[config.mk]
export PLATFORM = sky130hd
export DESIGN_NAME = bus_target_responder
export DESIGN_NICKNAME = d
export VERILOG_FILES = /design/src/rtl/bus_target_responder.sv
export SDC_FILE = /design/constraint.sdc
export NUM_CORES = 1
export LEC_CHECK = 0
export CAP_MARGIN = 20
export CORE_UTILIZATION = 43
export DETAILED_ROUTE_END_ITERATION = 12
export HOLD_SLACK_MARGIN = 0.12
export PLACE_DENSITY = 0.8
export REMOVE_ABC_BUFFERS = 1
export SLEW_MARGIN = 20
export SYNTH_ARGS = -nofsm -noshare
export SYNTH_HDL_FRONTEND = slang
export SYNTH_SLANG_ARGS = --single-unit
[constraint.sdc]
create_clock -name fclk -period 2.25 [get_ports fclk]
set_clock_uncertainty 0.2 [all_clocks]
set_input_delay 0.225 -clock fclk [delete_from_list [all_inputs] [get_ports fclk]]
set_output_delay 0.225 -clock fclk [all_outputs]
set_load 0.02 [all_outputs]
[src/rtl/bus_target_responder.sv]
// Target-side responder for the 65C02 bus: decodes an address window, forwards each
// access to a backing store over req/ack, and stalls the CPU with rdy until it completes.
module bus_target_responder #(
    parameter logic [15:0] BASE      = 16'h8000,
    parameter int          SIZE_LOG2 = 12,
    parameter int          TIMEOUT   = 15
) (
    input  logic        fclk,
    input  logic        reset,
    input  logic        phi2,
    input  logic        be,
    input  logic        rwb,
    input  logic [15:0] addr,
    input  logic [7:0]  data_in,
    output logic [7:0]  data_out,
    output logic        data_oe,
    output logic        rdy,
    output logic        mem_req,
    output logic        mem_we,
    output logic [15:0] mem_addr,
    output logic [7:0]  mem_wdata,
    input  logic [7:0]  mem_rdata,
    input  logic        mem_ack,
    output logic        timeout_err
);

    localparam int CNT_W = $clog2(TIMEOUT + 1);
    localparam logic [CNT_W-1:0] TIMEOUT_CNT = CNT_W'(TIMEOUT);

    typedef enum logic [2:0] {
        IDLE,
        RD_WAIT,
        RD_DRIVE,
        WR_CAP,
        WR_REQ
    } state_t;

    state_t           state;
    logic             phi2_q;
    logic             armed;
    logic [CNT_W-1:0] count;

    logic fall;
    logic start;
    logic hit;
    logic timed_out;

    assign fall      = ~phi2 & phi2_q;
    assign start     = (state == IDLE) & phi2_q & armed & be;
    assign hit       = (addr[15:SIZE_LOG2] == BASE[15:SIZE_LOG2]);
    assign timed_out = (count == TIMEOUT_CNT);

    // Output enable follows raw phi2 so the bus is released as soon as phi2 drops
    assign data_oe = (state == RD_DRIVE) & phi2 & be & rwb;

    always_ff @(posedge fclk) begin
        if (reset) begin
            state       <= IDLE;
            phi2_q      <= 1'b0;
            armed       <= 1'b1;
            count       <= '0;
            data_out    <= 8'h00;
            rdy         <= 1'b1;
            mem_req     <= 1'b0;
            mem_we      <= 1'b0;
            mem_addr    <= 16'h0000;
            mem_wdata   <= 8'h00;
            timeout_err <= 1'b0;
        end else begin
            phi2_q      <= phi2;
            timeout_err <= 1'b0;

            // One service per CPU cycle; re-arming at every fall lets a stretched cycle be retried
            if (fall) begin
                armed <= 1'b1;
            end else if (start) begin
                armed <= 1'b0;
            end

            case (state)
                IDLE: begin
                    if (start && hit) begin
                        mem_addr <= addr;
                        count    <= '0;
                        if (rwb) begin
                            state   <= RD_WAIT;
                            mem_req <= 1'b1;
                            mem_we  <= 1'b0;
                            rdy     <= 1'b0;
                        end else begin
                            state <= WR_CAP;
                        end
                    end
                end

                RD_WAIT: begin
                    count <= count + CNT_W'(1);
                    if (mem_ack) begin
                        data_out <= mem_rdata;
                        mem_req  <= 1'b0;
                        rdy      <= 1'b1;
                        state    <= RD_DRIVE;
                    end else if (timed_out) begin
                        data_out    <= 8'hFF;
                        mem_req     <= 1'b0;
                        rdy         <= 1'b1;
                        timeout_err <= 1'b1;
                        state       <= RD_DRIVE;
                    end
                end

                RD_DRIVE: begin
                    if (fall) begin
                        state <= IDLE;
                    end
                end

                WR_CAP: begin
                    if (phi2_q) begin
                        mem_wdata <= data_in;
                    end
                    if (fall) begin
                        state   <= WR_REQ;
                        mem_req <= 1'b1;
                        mem_we  <= 1'b1;
                        rdy     <= 1'b0;
                        count   <= '0;
                    end
                end

                WR_REQ: begin
                    count <= count + CNT_W'(1);
                    if (mem_ack || timed_out) begin
                        state       <= IDLE;
                        mem_req     <= 1'b0;
                        mem_we      <= 1'b0;
                        rdy         <= 1'b1;
                        timeout_err <= ~mem_ack;
                    end
                end

                default: begin
                    state <= IDLE;
                end
            endcase
        end
    end

endmodule
## Word level (Yosys, flattened, before mapping)

Cells that the tools add are included.

| word-level totals | value |
|---|---|
| bits in read-only memories | 0 |
| input port bits | 38 |
| memory bits (writable) | 0 |
| output and inout port bits | 37 |
| bits in registers | 45 |
| memories | 0 |
| bits in latches | 0 |
| word-level logic and storage cells | 81 |

| operators by class | value |
|---|---|
| multiplexer cells | 32 |
| reduce and logical (&&, ||, !) cells | 16 |
| $lt $le $gt $ge | 0 |
| bitwise operators | 9 |
| shift-type cells | 0 |
| equality and inequality tests | 12 |
| add/sub/neg operators | 1 |
| div/mod/pow operators | 0 |
| multipliers | 0 |

Operators by type and width:

| cell | count |
|---|---|
| $mux W3 | 6 |
| $mux W8 | 2 |
| $mux W1 | 15 |
| $pmux W3 S5 | 1 |
| $pmux W4 S3 | 1 |
| $reduce_and A5 Y1 | 2 |
| $eq A4 B4 Y1 const B | 2 |
| $mux W4 | 2 |
| $ne A2 B2 Y1 const B | 4 |
| $pmux W1 S4 | 2 |
| $and A1 B1 Y1 | 7 |
| $eq A3 B2 Y1 const B | 2 |
| $reduce_and A2 Y1 | 3 |
| $reduce_and A6 Y1 | 1 |
| $reduce_bool A3 Y1 | 2 |
| $add A4 B1 Y4 const B | 1 |
| $reduce_bool A4 Y1 | 1 |
| $reduce_or A2 Y1 | 2 |
| $eq A3 B1 Y1 const B | 1 |
| $eq A3 B3 Y1 const B | 1 |
| $logic_not A3 Y1 | 1 |
| $ne A3 B3 Y1 const B | 1 |
| $pmux W1 S3 | 1 |
| $reduce_and A3 Y1 | 1 |
| 7 further kinds | 8 |

## Logic depth before layout (Yosys ltp)

| depth | value |
|---|---|
| word-level depth | 7 |
| mapped depth | 6 |
| depth with buffers taken out | 6 |

## Worst setup path after synthesis

OpenSTA, ideal clock, no wires.

| path | value |
|---|---|
| path type | reg2reg |
| from | reg count[0] |
| to | reg rdy |
| setup slack | 0.417 ns |
| stages on the path, launching flop included | 7 |
| buffers on the path | 0 |
| required time | 1.928 ns |
| clock period less this slack | 1.833 ns |
| arrival time | 1.511 ns |
| setup time | 0.122 ns |
| path through | dfxtp_1 ha_1 a31oi_1 a21oi_1 nor3_1 or3_1 a221o_1 |

| between the ends | value |
|---|---|
| cells in the longest elaborated chain, start to end | 4 |
| elaborated cells on any way between the ends | 5 |
| those cells by class | eq/ne: 3; reduce/logical: 2 |

RTL lines:

| item | RTL line | source |
|---|---|---|
| start, declared | 41 | `logic [CNT_W-1:0] count;` |
| start signal, assigned | 97 | `count <= count + CNT_W'(1);` |
| start signal, assigned | 132 | `count <= count + CNT_W'(1);` |
| $eq A4 B4 Y1 * | 51 | `assign timed_out = (count == TIMEOUT_CNT);` |
| $logic_or A1 B1 Y1 | 133 | `if (mem_ack \|\| timed_out) begin` |
| $ne A2 B2 Y1 (no line) | - |  |
| $reduce_and A6 Y1 (no line) * | - |  |
| end signal, assigned | 63 | `rdy <= 1'b1;` |
| end signal, assigned | 126 | `rdy <= 1'b0;` |
| end signal, assigned | 137 | `rdy <= 1'b1;` |
| end, declared | 17 | `output logic rdy,` |

Every way passes the cells marked *; elsewhere a longest branch is shown, timed or not.
A chain may end at the register's enable or synchronous reset.

## Final worst setup path

Ends and elaborated chain as after synthesis.

==> qor.csv <==
metric;value;unit
vias in the first global route;1598;
Post-Place Setup Slack;0.0398;ns
Post-Route Setup TNS;0;ns
Slew headroom;0.649;
Hold WC Path Type;flop to flop;
Core Util, Final;0.675;
fin. max-slew vios;0;
Overall Global Routing Usage;0.190;
Hold Fails Final Rpt;0;
synth top area cells;dfxtp_1 (48%), nor2_1 (7.2%), mux2i_1 (6.9%);
Worst Slack Setup Final;0.211;ns
Area Overhead vs Synth;46.8;%
Placed Cells;325;
PortBufs;74;
P_int;1.36;mW
Worst Setup Start Kind;flop;
Worst-Margin Slew;0.524;ns
Worst setup EP type;flop;
GRT overflow;0;
Sink Count;45;
Clock Tree Buf Depth;2;
DRT Pass-1 Iters;4;
initial cell density of the core;0.460;
Synth top area share;0.479;
Yosys Warn Count;0;
routed wire length;4.23;mm
WP data arrival;2.02;ns
#FFs+latches synth;45;
initial antenna violation count;0;
switch share;0.317;
Filler cells;366;
Root Driver;clkbuf_8;
Final Net Count;321;
Die Y;68.1;um
die area;4640;sq um
Post-Synthesis Cells;207;
iteration-0 DRC count of the detailed router;95;
share of cells above drive strength 1;0.0919;
Worst-Skew Late Latency;0.29;ns
mapped cell area;1880;sq um
synth unique cells;40;
CORE AREA;4090;sq um
Setup Crit Path Kind;flop to flop;
CP max FO;4;
ant diodes;0;
H-tree Lvls;2;
CTS tree;yes;
final setup vio count;0;
clk slew on worst S/H paths;0.08;ns
largest net degree at the start of global routing;46;
Num CTS Buffers;5;
cell row count;23;
Max Fclk;0.490;GHz
Syn Area/Cell;9.08;sq um
WP data required;2.23;ns
Residual DRC;0;
Clock power frac;0.236;
P_leak;1.08;nW
max_cap viols;0;
outcome;complete, no violations;
via count;1695;
sequential fraction of the synthesis area;0.479;
non-filler cells in the finished layout;333;
Detail Route Antenna Nets;0;
P per Cell Area;724;nW/um^2
Synth area leader;dfxtp_1;
Switching Power;0.634;mW
Reg power frac;0.466;
Logic pwr share;0.297;
hpwl dp;3.02;mm
first-pass GRT wire length;6.73;mm
RSZ-0062 raised after global routing;no;
minimum clock period;2.04;ns
number of vias per cell;5.09;
VDD IR max;527;uV
width of the die;68.1;um
placer congestion estimate;0.780;
post-route clock period utilization;0.906;
routed length per instance;12.7;um
I/O pins;75;
[metrics by stage]
stage	hold slack [ns]	total power, mW	cell area, sq um
finish	0.253	2.00	2760
CTS	0.256	2.01	2760
global placement	0.233	1.53	2670
detailed placement	0.244	1.53	2670
global route	0.291	2.11	2760
floorplan	0.0941	1.29	1820
[per-layer routing]
layer  GRT usage  up-vias  routed length, um
met3      0.0450        5                226
met1       0.233      773               1930
met5           0        -                  0
li1            -      868                  -
met2       0.333       49               2040
met4      0.0469        0                 32
[power groups by stage]
stage	logic [mW]	registers [mW]	clock network [mW]
detailed placement	0.588	0.946	0
global placement	0.584	0.945	0
floorplan	0.302	0.985	0
finish	0.594	0.932	0.472
CTS	0.596	0.931	0.485
global route	0.654	0.941	0.517
[registers in the layout, summed over array words and instances, names as in the netlist, 3 cells and up]
signal,cells
count,4
data_out,8
mem_addr,16
mem_wdata,8
state,3
[cell usage in the layout (no fill, tap or decap), types with 2 or more instances in the layout]
cell type,n
clkdlybuf4s50_1,73
dfxtp_1,44
nor2_1,36
nand2_1,21
nor3_1,13
mux2i_1,13
a21oi_1,12
nand3_1,7
inv_1,5
clkbuf_8,5
nor2b_1,3
nand2b_1,3
nor3_2,3
nand2_2,3
a211oi_1,3
and3b_1,3
or2b_1,2
o31ai_2,2
a31oi_1,2
or4_1,2
o211a_1,2
clkinv_2,2
buf_12,2
buf_4,2
[worst max-delay path, stage by stage, from the launching register on]
cell and delay (ns):
dfxtp_1 0.40, ha_1 0.23, a31oi_1 0.20, a21oi_1 0.20, nor3_1 0.06, or3_1 0.34
a221o_1 0.30
[synthesized netlist by cell type]
cell type and number:
and2_1 1, nand2_2 3, a221oi_1 1, a22oi_1 1
a21oi_2 1, dfxtp_1 45, a41oi_1 1, mux2i_1 13
a211o_1 1, and3_2 1, inv_1 5, clkbuf_8 1
nor3_2 3, o31ai_2 2, clkbuf_1 5, nor4b_1 1
nand2_1 21, and2_2 1, a311oi_1 1, a221o_1 1
nor2b_1 3, nor2_1 36, nand2b_1 3, buf_2 2
or4_1 2, o211a_1 2, a21oi_1 12, a211oi_1 3
buf_6 2, or2b_1 2, nand4bb_4 1, nand3_1 7
and3b_1 3, nand2b_4 1, ha_1 1, or3_1 1
nor3_1 13, a31oi_1 2, o32ai_1 1, and2b_2 1
[kinds of logic (layout without fill, tap and decap cells)]
logic type | after synthesis | in the layout | share of synthesized area
adder cells (fa/ha/maj) | 1 | 1 | 0.00665
multiplexers | 13 | 13 | 0.0692
AO/OA/AOI/OAI | 29 | 29 | 0.112
flip-flops | 45 | 45 | 0.479
AND/OR/NAND/NOR | 104 | 104 | 0.289
buffers and inverters | 15 | 91 | 0.0446
[final timing paths]
kind	slack [ns]	start	depth (start not counted)	end
setup / recovery	0.21	count[0]	6	rdy
hold / removal	0.25	mem_addr[15]	2	mem_addr[15]
setup reg to reg	0.21	count[0]	6	rdy
hold reg to reg	0.25	mem_addr[15]	2	mem_addr[15]
[final cells by class]
cell class              count  area (sq um)  share of cell area
repair buffers             78           798               0.289
clock buffers               6          72.6              0.0263
inverters                   5          18.8             0.00680
clock inverters             2          10.0             0.00363
flip-flops and latches     45           902               0.327
multi-input cells         147           896               0.325
well taps                  50          62.6              0.0227
[timing repair]
item | CTS | global route
gates cloned | 0 | 0
endpoints found under the hold margin | 0 | 0
buffers inserted | 0 | 0
setup endpoints to repair | 1 | 1
pin swaps | 0 | 0
hold buffers | 0 | 0
gates resized for setup | 1 | 1
No activity file was read; power rests on OpenSTA's default activity.
